## src/rtl/cpu_trace_buffer_if.sv

```systemverilog
// Bundle of commit-capture inputs and trace FIFO outputs for cpu_trace_buffer.
interface cpu_trace_buffer_if #(
  parameter int DEPTH = 8,
  parameter int SEQW  = 16
);
  localparam int CW = $clog2(DEPTH) + 1;

  logic [31:0]     pc;
  logic [31:0]     instr;
  logic [31:0]     alu_result;
  logic            reg_write_en;
  logic            trace_en;
  logic            clear_ovf;
  logic            out_ready;
  logic            out_valid;
  logic [31:0]     out_pc;
  logic [31:0]     out_instr;
  logic [31:0]     out_result;
  logic [SEQW-1:0] out_seq;
  logic [CW-1:0]   count;
  logic            full;
  logic            empty;
  logic            overflow;
  logic [SEQW-1:0] drop_count;

  modport master (
    output pc, instr, alu_result, reg_write_en, trace_en, clear_ovf, out_ready,
    input  out_valid, out_pc, out_instr, out_result, out_seq, count, full, empty,
           overflow, drop_count
  );

  modport slave (
    input  pc, instr, alu_result, reg_write_en, trace_en, clear_ovf, out_ready,
    output out_valid, out_pc, out_instr, out_result, out_seq, count, full, empty,
           overflow, drop_count
  );
endinterface

```

## src/rtl/cpu_trace_buffer.sv

```systemverilog
// First-word-fall-through trace FIFO of retired commits with sequence tagging
// and sticky, saturating drop accounting.
module cpu_trace_buffer #(
  parameter int DEPTH = 8,
  parameter int SEQW  = 16
) (
  input  logic             clk,
  input  logic             reset,
  cpu_trace_buffer_if.slave bus
);
  localparam int AW = $clog2(DEPTH);
  localparam int CW = AW + 1;

  function automatic logic [SEQW-1:0] sat_inc(input logic [SEQW-1:0] v);
    return (v == {SEQW{1'b1}}) ? v : v + SEQW'(1);
  endfunction

  // Assertion is immediate through the flop's async clear; release lands on a clock edge.
  logic rst_sync_q;
  always_ff @(posedge clk or negedge reset) begin
    if (!reset) rst_sync_q <= 1'b0;
    else        rst_sync_q <= 1'b1;
  end

  logic [31:0]     pc_mem  [DEPTH];
  logic [31:0]     ins_mem [DEPTH];
  logic [31:0]     res_mem [DEPTH];
  logic [SEQW-1:0] seq_mem [DEPTH];

  logic [AW-1:0]   wr_ptr_q, wr_ptr_d;
  logic [AW-1:0]   rd_ptr_q, rd_ptr_d;
  logic [CW-1:0]   count_q, count_d;
  logic [SEQW-1:0] seq_q, seq_d;
  logic            ovf_q, ovf_d;
  logic [SEQW-1:0] drop_q, drop_d;

  logic capture, push, pop, drop, is_full, is_empty;

  assign is_empty = (count_q == '0);
  assign is_full  = (count_q == CW'(DEPTH));
  assign capture  = bus.trace_en & bus.reg_write_en;
  assign pop      = ~is_empty & bus.out_ready;
  // A pop in the same cycle frees the slot, so a full FIFO still accepts.
  assign push     = capture & (~is_full | pop);
  assign drop     = capture & ~push;

  always_comb begin
    wr_ptr_d = wr_ptr_q;
    rd_ptr_d = rd_ptr_q;
    count_d  = count_q + CW'(push) - CW'(pop);
    seq_d    = seq_q;
    ovf_d    = ovf_q;
    drop_d   = drop_q;
    if (push)    wr_ptr_d = wr_ptr_q + AW'(1);
    if (pop)     rd_ptr_d = rd_ptr_q + AW'(1);
    if (capture) seq_d    = seq_q + SEQW'(1);
    if (drop) begin
      ovf_d  = 1'b1;
      drop_d = bus.clear_ovf ? SEQW'(1) : sat_inc(drop_q);
    end else if (bus.clear_ovf) begin
      ovf_d  = 1'b0;
      drop_d = '0;
    end
  end

  always_ff @(posedge clk or negedge rst_sync_q) begin
    if (!rst_sync_q) begin
      wr_ptr_q <= '0;
      rd_ptr_q <= '0;
      count_q  <= '0;
      seq_q    <= '0;
      ovf_q    <= 1'b0;
      drop_q   <= '0;
    end else begin
      wr_ptr_q <= wr_ptr_d;
      rd_ptr_q <= rd_ptr_d;
      count_q  <= count_d;
      seq_q    <= seq_d;
      ovf_q    <= ovf_d;
      drop_q   <= drop_d;
    end
  end

  // Entry storage carries no reset; occupancy decides what is visible.
  always_ff @(posedge clk) begin
    if (push) begin
      pc_mem[wr_ptr_q]  <= bus.pc;
      ins_mem[wr_ptr_q] <= bus.instr;
      res_mem[wr_ptr_q] <= bus.alu_result;
      seq_mem[wr_ptr_q] <= seq_q;
    end
  end

  assign bus.out_valid  = ~is_empty;
  assign bus.out_pc     = is_empty ? '0 : pc_mem[rd_ptr_q];
  assign bus.out_instr  = is_empty ? '0 : ins_mem[rd_ptr_q];
  assign bus.out_result = is_empty ? '0 : res_mem[rd_ptr_q];
  assign bus.out_seq    = is_empty ? '0 : seq_mem[rd_ptr_q];
  assign bus.count      = count_q;
  assign bus.full       = is_full;
  assign bus.empty      = is_empty;
  assign bus.overflow   = ovf_q;
  assign bus.drop_count = drop_q;
endmodule
```

## src/flat_wrapper.sv

```systemverilog
// flat-port wrapper written by rule: the top's interface ports become plain ports
module cpu_trace_buffer_flat 
#(
  parameter int DEPTH = 8,
  parameter int SEQW  = 16
)
  (clk, reset, bus_pc, bus_instr, bus_alu_result, bus_reg_write_en, bus_trace_en, bus_clear_ovf, bus_out_ready, bus_out_valid, bus_out_pc, bus_out_instr, bus_out_result, bus_out_seq, bus_count, bus_full, bus_empty, bus_overflow, bus_drop_count);
  cpu_trace_buffer_if #(.DEPTH(DEPTH), .SEQW(SEQW)) bus_i ();
  input  logic clk;
  input  logic reset;
  input wire logic [$bits(bus_i.pc)-1:0] bus_pc;
  input wire logic [$bits(bus_i.instr)-1:0] bus_instr;
  input wire logic [$bits(bus_i.alu_result)-1:0] bus_alu_result;
  input wire logic [$bits(bus_i.reg_write_en)-1:0] bus_reg_write_en;
  input wire logic [$bits(bus_i.trace_en)-1:0] bus_trace_en;
  input wire logic [$bits(bus_i.clear_ovf)-1:0] bus_clear_ovf;
  input wire logic [$bits(bus_i.out_ready)-1:0] bus_out_ready;
  output wire logic [$bits(bus_i.out_valid)-1:0] bus_out_valid;
  output wire logic [$bits(bus_i.out_pc)-1:0] bus_out_pc;
  output wire logic [$bits(bus_i.out_instr)-1:0] bus_out_instr;
  output wire logic [$bits(bus_i.out_result)-1:0] bus_out_result;
  output wire logic [$bits(bus_i.out_seq)-1:0] bus_out_seq;
  output wire logic [$bits(bus_i.count)-1:0] bus_count;
  output wire logic [$bits(bus_i.full)-1:0] bus_full;
  output wire logic [$bits(bus_i.empty)-1:0] bus_empty;
  output wire logic [$bits(bus_i.overflow)-1:0] bus_overflow;
  output wire logic [$bits(bus_i.drop_count)-1:0] bus_drop_count;
  assign bus_i.pc = bus_pc;
  assign bus_i.instr = bus_instr;
  assign bus_i.alu_result = bus_alu_result;
  assign bus_i.reg_write_en = bus_reg_write_en;
  assign bus_i.trace_en = bus_trace_en;
  assign bus_i.clear_ovf = bus_clear_ovf;
  assign bus_i.out_ready = bus_out_ready;
  assign bus_out_valid = bus_i.out_valid;
  assign bus_out_pc = bus_i.out_pc;
  assign bus_out_instr = bus_i.out_instr;
  assign bus_out_result = bus_i.out_result;
  assign bus_out_seq = bus_i.out_seq;
  assign bus_count = bus_i.count;
  assign bus_full = bus_i.full;
  assign bus_empty = bus_i.empty;
  assign bus_overflow = bus_i.overflow;
  assign bus_drop_count = bus_i.drop_count;
  cpu_trace_buffer #(.DEPTH(DEPTH), .SEQW(SEQW)) u_core (.clk(clk), .reset(reset), .bus(bus_i));
endmodule
```

## config.mk

```make
export PLATFORM = sky130hd
export DESIGN_NAME = cpu_trace_buffer_flat
export DESIGN_NICKNAME = d
export VERILOG_FILES = /design/src/rtl/cpu_trace_buffer_if.sv /design/src/rtl/cpu_trace_buffer.sv /design/src/flat_wrapper.sv
export SDC_FILE = /design/constraint.sdc
export NUM_CORES = 1
export LEC_CHECK = 0
export ABC_AREA = 1
export CAP_MARGIN = 10
export CORE_MARGIN = 4
export CORE_UTILIZATION = 38
export CTS_BUF_LIST = sky130_fd_sc_hd__clkbuf_2 sky130_fd_sc_hd__clkbuf_4 sky130_fd_sc_hd__clkbuf_8
export DETAILED_ROUTE_END_ITERATION = 8
export PLACE_DENSITY_LB_ADDON = 0.3
export SETUP_SLACK_MARGIN = 0.5
export SLEW_MARGIN = 20
export SYNTH_ARGS = -nofsm -noshare
export SYNTH_HDL_FRONTEND = slang
export SYNTH_SLANG_ARGS = --single-unit
```

## constraint.sdc

```tcl
create_clock -name clk -period 2.4 [get_ports clk]
set_input_delay 0.6 -clock clk [delete_from_list [all_inputs] [get_ports clk]]
set_output_delay 0.6 -clock clk [all_outputs]
set_load 0.05 [all_outputs]
```

# Yosys cells after proc, flatten, opt, wreduce, memory -nomap -nowiden
# Memory sizes are Yosys's and may differ from the RTL's.
# Index checks and enable logic that the tools add are counted.
[op_classes] n_reduce_logical=3 mux=12 n_eq_ne=3 bitwise_logic=8 addsub=6
[ops] op="$mux 32" count=3
[ops] op="$mux 16" count=5
[ops] op="$add 16x1->16 const B" count=2
[ops] op="$eq 16x16->1 const B" count=1
[ops] op="$add 3x1->3 const B" count=2
[ops] op="$add 4x1->4" count=1
[ops] op="$and 1x1->1" count=4
[ops] op="$eq 4x4->1 const B" count=1
[ops] op="$logic_not 4->1" count=1
[ops] op="$mux 1" count=4
[ops] op="$sub 4x1->4" count=1
[ops] op="$not 1->1" count=3
[ops] op="$ne 2x2->1 const B" count=1
[ops] op="$reduce_and 2->1" count=1
[ops] op="$reduce_bool 2->1" count=1
[ops] op="$or 1x1->1" count=1
[word_totals] wordCells=43 ramBits=896 input_bits=102 reg_bits=44 n_memories=4
[memory_table] memory="u_core.ins_mem" words=8 word_bits=32 read_ports=1 rd_ports_with_merged_regs=0 wr=1 line="cpu_trace_buffer.sv:26" rtl="logic [31:0] ins_mem [DEPTH];"
[memory_table] memory="u_core.pc_mem" words=8 word_bits=32 read_ports=1 rd_ports_with_merged_regs=0 wr=1 line="cpu_trace_buffer.sv:25" rtl="logic [31:0] pc_mem [DEPTH];"
[memory_table] memory="u_core.res_mem" words=8 word_bits=32 read_ports=1 rd_ports_with_merged_regs=0 wr=1 line="cpu_trace_buffer.sv:27" rtl="logic [31:0] res_mem [DEPTH];"
[memory_table] memory="u_core.seq_mem" words=8 word_bits=16 read_ports=1 rd_ports_with_merged_regs=0 wr=1 line="cpu_trace_buffer.sv:28" rtl="logic [SEQW-1:0] seq_mem [DEPTH];"

# Longest topological paths before layout
[depth] ltp_word=9 ltp_mapped=11 depth_no_buf=11

# Worst setup path after synthesis
# No wires, ideal clock.
[synth_timing] kind="register -> register" from="register u_core.count_q[2] (netlist: u_core.bus.count[2])" to="memory u_core.ins_mem[0][0], enable pin" path_stages_with_launch=9 setup_slack_ps=-4543 setup_ps=584 arrival_ps=6359 path_cell_list="dfrtp_1 > inv_1 > ha_1 > nand2_1 > nand2_2 > nand2_1 > nand2_1 > or2_2 > nor2_1"
[synth_via] elab_chain_cells=7 elab_cells_between_ends=9 cone_classes="1 x eq/ne; 2 x mux; 5 x bitwise; 1 x reduce/logical"
[synth_rtl] element="start, declared" line="cpu_trace_buffer.sv:32" rtl="logic [CW-1:0] count_q, count_d;"
[synth_rtl] element="start signal, assigned" line="cpu_trace_buffer.sv:77" rtl="count_q <= count_d;"
[synth_rtl] element="$logic_not 4->1" line="cpu_trace_buffer.sv:39" rtl="assign is_empty = (count_q == '0);"
[synth_rtl] element="$not 1->1" line="cpu_trace_buffer.sv:42" rtl="assign pop = ~is_empty & bus.out_ready;"
[synth_rtl] element="$and 1x1->1" line="cpu_trace_buffer.sv:42"
[synth_rtl] element="$or 1x1->1 (*)" line="cpu_trace_buffer.sv:44" rtl="assign push = capture & (~is_full | pop);"
[synth_rtl] element="$and 1x1->1 (*)" line="cpu_trace_buffer.sv:44"
[synth_rtl] element="$mux 1 (*)" line="cpu_trace_buffer.sv:86" rtl="if (push) begin"
[synth_rtl] element="$mux 1 (not written as such) (*)" line="cpu_trace_buffer.sv:88" rtl="ins_mem[wr_ptr_q] <= bus.instr;"
[synth_rtl] element="end, declared" line="cpu_trace_buffer.sv:26"
# Mark *: on every way between the ends. The rest lies on a longest branch, timed or not.

# Worst setup path after layout
[layout_timing] from="register u_core.rd_ptr_q[0]" to="output bus_out_result[30]"
[layout_via] elab_chain_cells=2
[layout_rtl] element="start, declared" line="cpu_trace_buffer.sv:31" rtl="logic [AW-1:0] rd_ptr_q, rd_ptr_d;"
[layout_rtl] element="start signal, assigned" line="cpu_trace_buffer.sv:76" rtl="rd_ptr_q <= rd_ptr_d;"
[layout_rtl] element="$mem_v2 8x32"
[layout_rtl] element="$mux 32" line="cpu_trace_buffer.sv:97" rtl="assign bus.out_result = is_empty ? '0 : res_mem[rd_ptr_q];"
[layout_rtl] element="end, declared" line="flat_wrapper.sv:21" rtl="output wire logic [$bits(bus_i.out_result)-1:0] bus_out_result;"
# Every way passes these cells.

==> summary.md <==
| Metric | Value |
|---|---|
| Post-Route WL | 106000 um |
| Setup Slack @ Placement | -0.276 ns |
| Max-cap violations | 0 |
| Power Density | 1430 nW/um2 |
| Vias in the first global route | 25400 |
| Die Height | around 320 um |
| Post-synthesis register bit count | 940 |
| Router iterations before antenna repair | 6 |
| Sequential area share after synthesis | 74.2% |
| Endpoints failing setup | about 120 |
| Max Clk Rate | 0.298 GHz |
| Reg2Reg Setup Slack | 0.25 ns |
| HPWL Detailed | 60500 um |
| Net Sw Frac | 40.4% |
| Worst Tran Pin Value | 0.605 ns |
| Initial antenna violation count | 4 |
| Outcome | complete, but fails checks |
| CTS clk-pin slew, worst paths | ~0.060 ns |
| Cts bufs inserted | 156 |
| Critical Path Start Type | register |
| Rel. slew slack | between 50% and 60% |
| Largest net degree at the start of global routing | 79 |
| Tmin final | 3.35 ns |
| Synth-to-layout area growth | 36.5% |
| Final setup TNS | -94.74 ns |
| Commonest non-fill, non-tap cell in the layout | edfxtp_1 |
| Clock Latency Late Sink | 0.85 ns |
| Slowest CP cell | dfrtp_4 |
| Crit end category | primary output |
| Share of layout cells above drive strength 1 | around 28% |
| Hold Path Class | register to asynchronous set/reset pin |
| Net Switching | about 0.030 W |
| I/O Buffers | approximately 240 |
| Warnings, synthesis | 0 |
| Final worst slack | -0.953 ns |
| CP cell instances | clkbuf_16, buf_16, buf_6, clkbuf_16, nor2_1, nor2_1, o21ai_0, o21ai_1, nor2_1, nor2_2, buf_12 |
| P_leak | 18.1 nW |
| Sequential share of power | 26.8% |
| Die width | between 300 and 400 um |
| RR Startpoint | u_core.bus.count[2] |
| Starting Density | 38.3% |
| Pint | 0.0441 W |
| Placed instance count | 4670 |
| Detailed router's first-iteration violation count | 2279 |
| Final Hold Viols | 0 |
| Clock sinks | 940 |
| Clock Power Share | 18.7% |
| CP required | around 1.8 ns |
| Number of distinct library cells after synthesis | 36 |
| First-pass GRT wire length | ~150000 um |
| CP arrival | 2.75 ns |
| Post-route ant nets | 0 |
| Finished Layout Cells | 5087 |
| Clock Tree Root | clkbuf_8 |
| Peak VDD IR | 0.830 mV |
| DRC | 0 |
| Fin nets | 3784 |
| Slowest stage delay, CP | 0.51 ns |
| Crit path max fanout | 7 |
| Overflow after GRT | 0 |
| Io pins | 238 |
| Failing checks | negative setup slack |
| GRT Total Usage | 18.6% |
| Critical path's most frequent cell | nor2_1 |
| CTS Buffer Depth | 3 |
| Synth area leaders | edfxtp_1, nor2_1, o21ai_0 |
| Comb power frac | between 50% and 60% |
| Most frequent cells in the layout | edfxtp_1, nor2_1, o21ai_1, o21ai_0, buf_12 |
| Synth Cell Area | 37800 um2 |
| Cell taking the most area after synthesis | edfxtp_1 |
| Crit path from | u_core.rd_ptr_q[0] |
| CTS tree | done |
| Vias | 26200 |
| Syn Area/Cell | about 12 um2 |
| Full die area | 104000 um2 |
| Vias per cell | 5.15 |
| RSZ-0062 raised after global routing | true |
| Slew Viols, Final | 0 |
| Row Count | about 120 |
| H-tree depth | 4 |
| Worst Skew | 0.0379 ns |
| Syn_nets | approximately 3200 |
| Synth Instances | 3108 |
| Top cell type's share of synthesized area | between 70% and 80% |
| Gpl congestion | 0.782 |
| WS Path Type | register to primary output |
| Core area | 98600 um2 |
| Drt wl/cell | around 21 um |
| Tcrit/Tclk final | 140% |
-- path summary, 6_finish.rpt --
check	to	depth (start not counted)
setup / recovery	bus_out_result[30]	11
hold / removal	u_core.bus.drop_count[7]	0
setup reg to reg	u_core.ins_mem[2][23]	9
hold reg to reg	u_core.bus.drop_count[7]	0
max in group asynchronous	u_core.rd_ptr_q[2]	1
min in group clk	u_core.bus.overflow	4
-- cell type report --
type | count | area [um2]
fillers | 8127 | 47000
flip-flops and latches | 940 | 28000
multi-input cells | 1934 | 9900
repair buffers | 591 | 8690
clock buffers | 207 | 2560
well taps | 1287 | 1610
clock inverters | 75 | 499
inverters | 46 | 209
repair inverters | 2 | 38.8
diodes | 5 | 12.5
-- critical path, delay by kind of cell, from the launching register on --
kind | cells | cell delay (ns)
flops | 1 | 0.51
buf+inv | 5 | 0.83
simple gates | 4 | 0.38
compound gates | 2 | 0.19
-- synthesized netlist by cell type (all sizes together) --
cell    number
xnor2        6
o21ai      788
a21oi        2
nor3         6
ha          10
clkinv       2
fa           1
nand2      133
clkbuf      92
nor2       941
a21o         1
nand4       14
xor2         9
edfxtp     896
or2          2
buf         96
conb         1
nand3       18
dfrtp       44
inv         44
nand3b       2
-- routing by layer --
metal	vias up	global-route usage, %	share of wire, %
met4	0	6.30	2.4
met2	927	31.0	49
met5	-	0	0
met3	165	4.18	7.0
met1	12900	24.3	41
li1	12200	-	-
-- power by group through the flow --
| stage | sequential (W) | combinational, W | clock (W) |
|---|---|---|---|
| floorplan | 0.0200 | 0.0177 | 0 |
| global placement | 0.0200 | 0.0332 | 0 |
| detailed placement | 0.0200 | 0.0333 | 0 |
| CTS | 0.0197 | 0.0356 | 0.0141 |
| global route | 0.0199 | 0.0426 | 0.0150 |
| finish | 0.0198 | 0.0403 | 0.0138 |
-- sequential cells by signal, summed over array words and instances, names as in the netlist --
register and cells:
u_core.bus.drop_count 16, u_core.ins_mem 256, u_core.rst_sync_q 1, u_core.seq_q 16
u_core.rd_ptr_q 3, u_core.bus.count 4, u_core.bus.overflow 1, u_core.res_mem 256
u_core.wr_ptr_q 3, u_core.pc_mem 256, u_core.seq_mem 128
-- what timing repair did --
action | 4_1_cts | 5_1_grt
endpoints found under the setup margin | 1035 | 1046
resized for setup | 173 | 639
setup buffers | 5 | 61
hold buffers | 1 | 0
pin swaps | 20 | 270
gates cloned | 13 | 50
hold endpoints to repair | 1 | 0
-- metrics by stage --
step	util, %	total power [W]	hold WS [ns]	cell area, um2
5_1_grt	52.3	0.0774	0.240	51600
6_report	52.3	0.0740	0.191	51600
4_1_cts	49.3	0.0694	0.210	48600
3_5_place_dp	45.4	0.0534	0.222	44700
2_1_floorplan	-	0.0378	0.304	37900
3_3_place_gp	45.4	0.0533	0.217	44700
-- logic make-up after synthesis --
logic type	count (synthesis)	synth area share [%]
AO/OA/AOI/OAI	791	10.5
XOR/XNOR	15	0.348
adder cells (fa/ha/maj)	11	0.384
buffers and inverters	234	3.21
flip-flops	940	74.2
other	1	0.00993
AND/OR/NAND/NOR	1116	11.4
(Power assumes the default switching activity.)
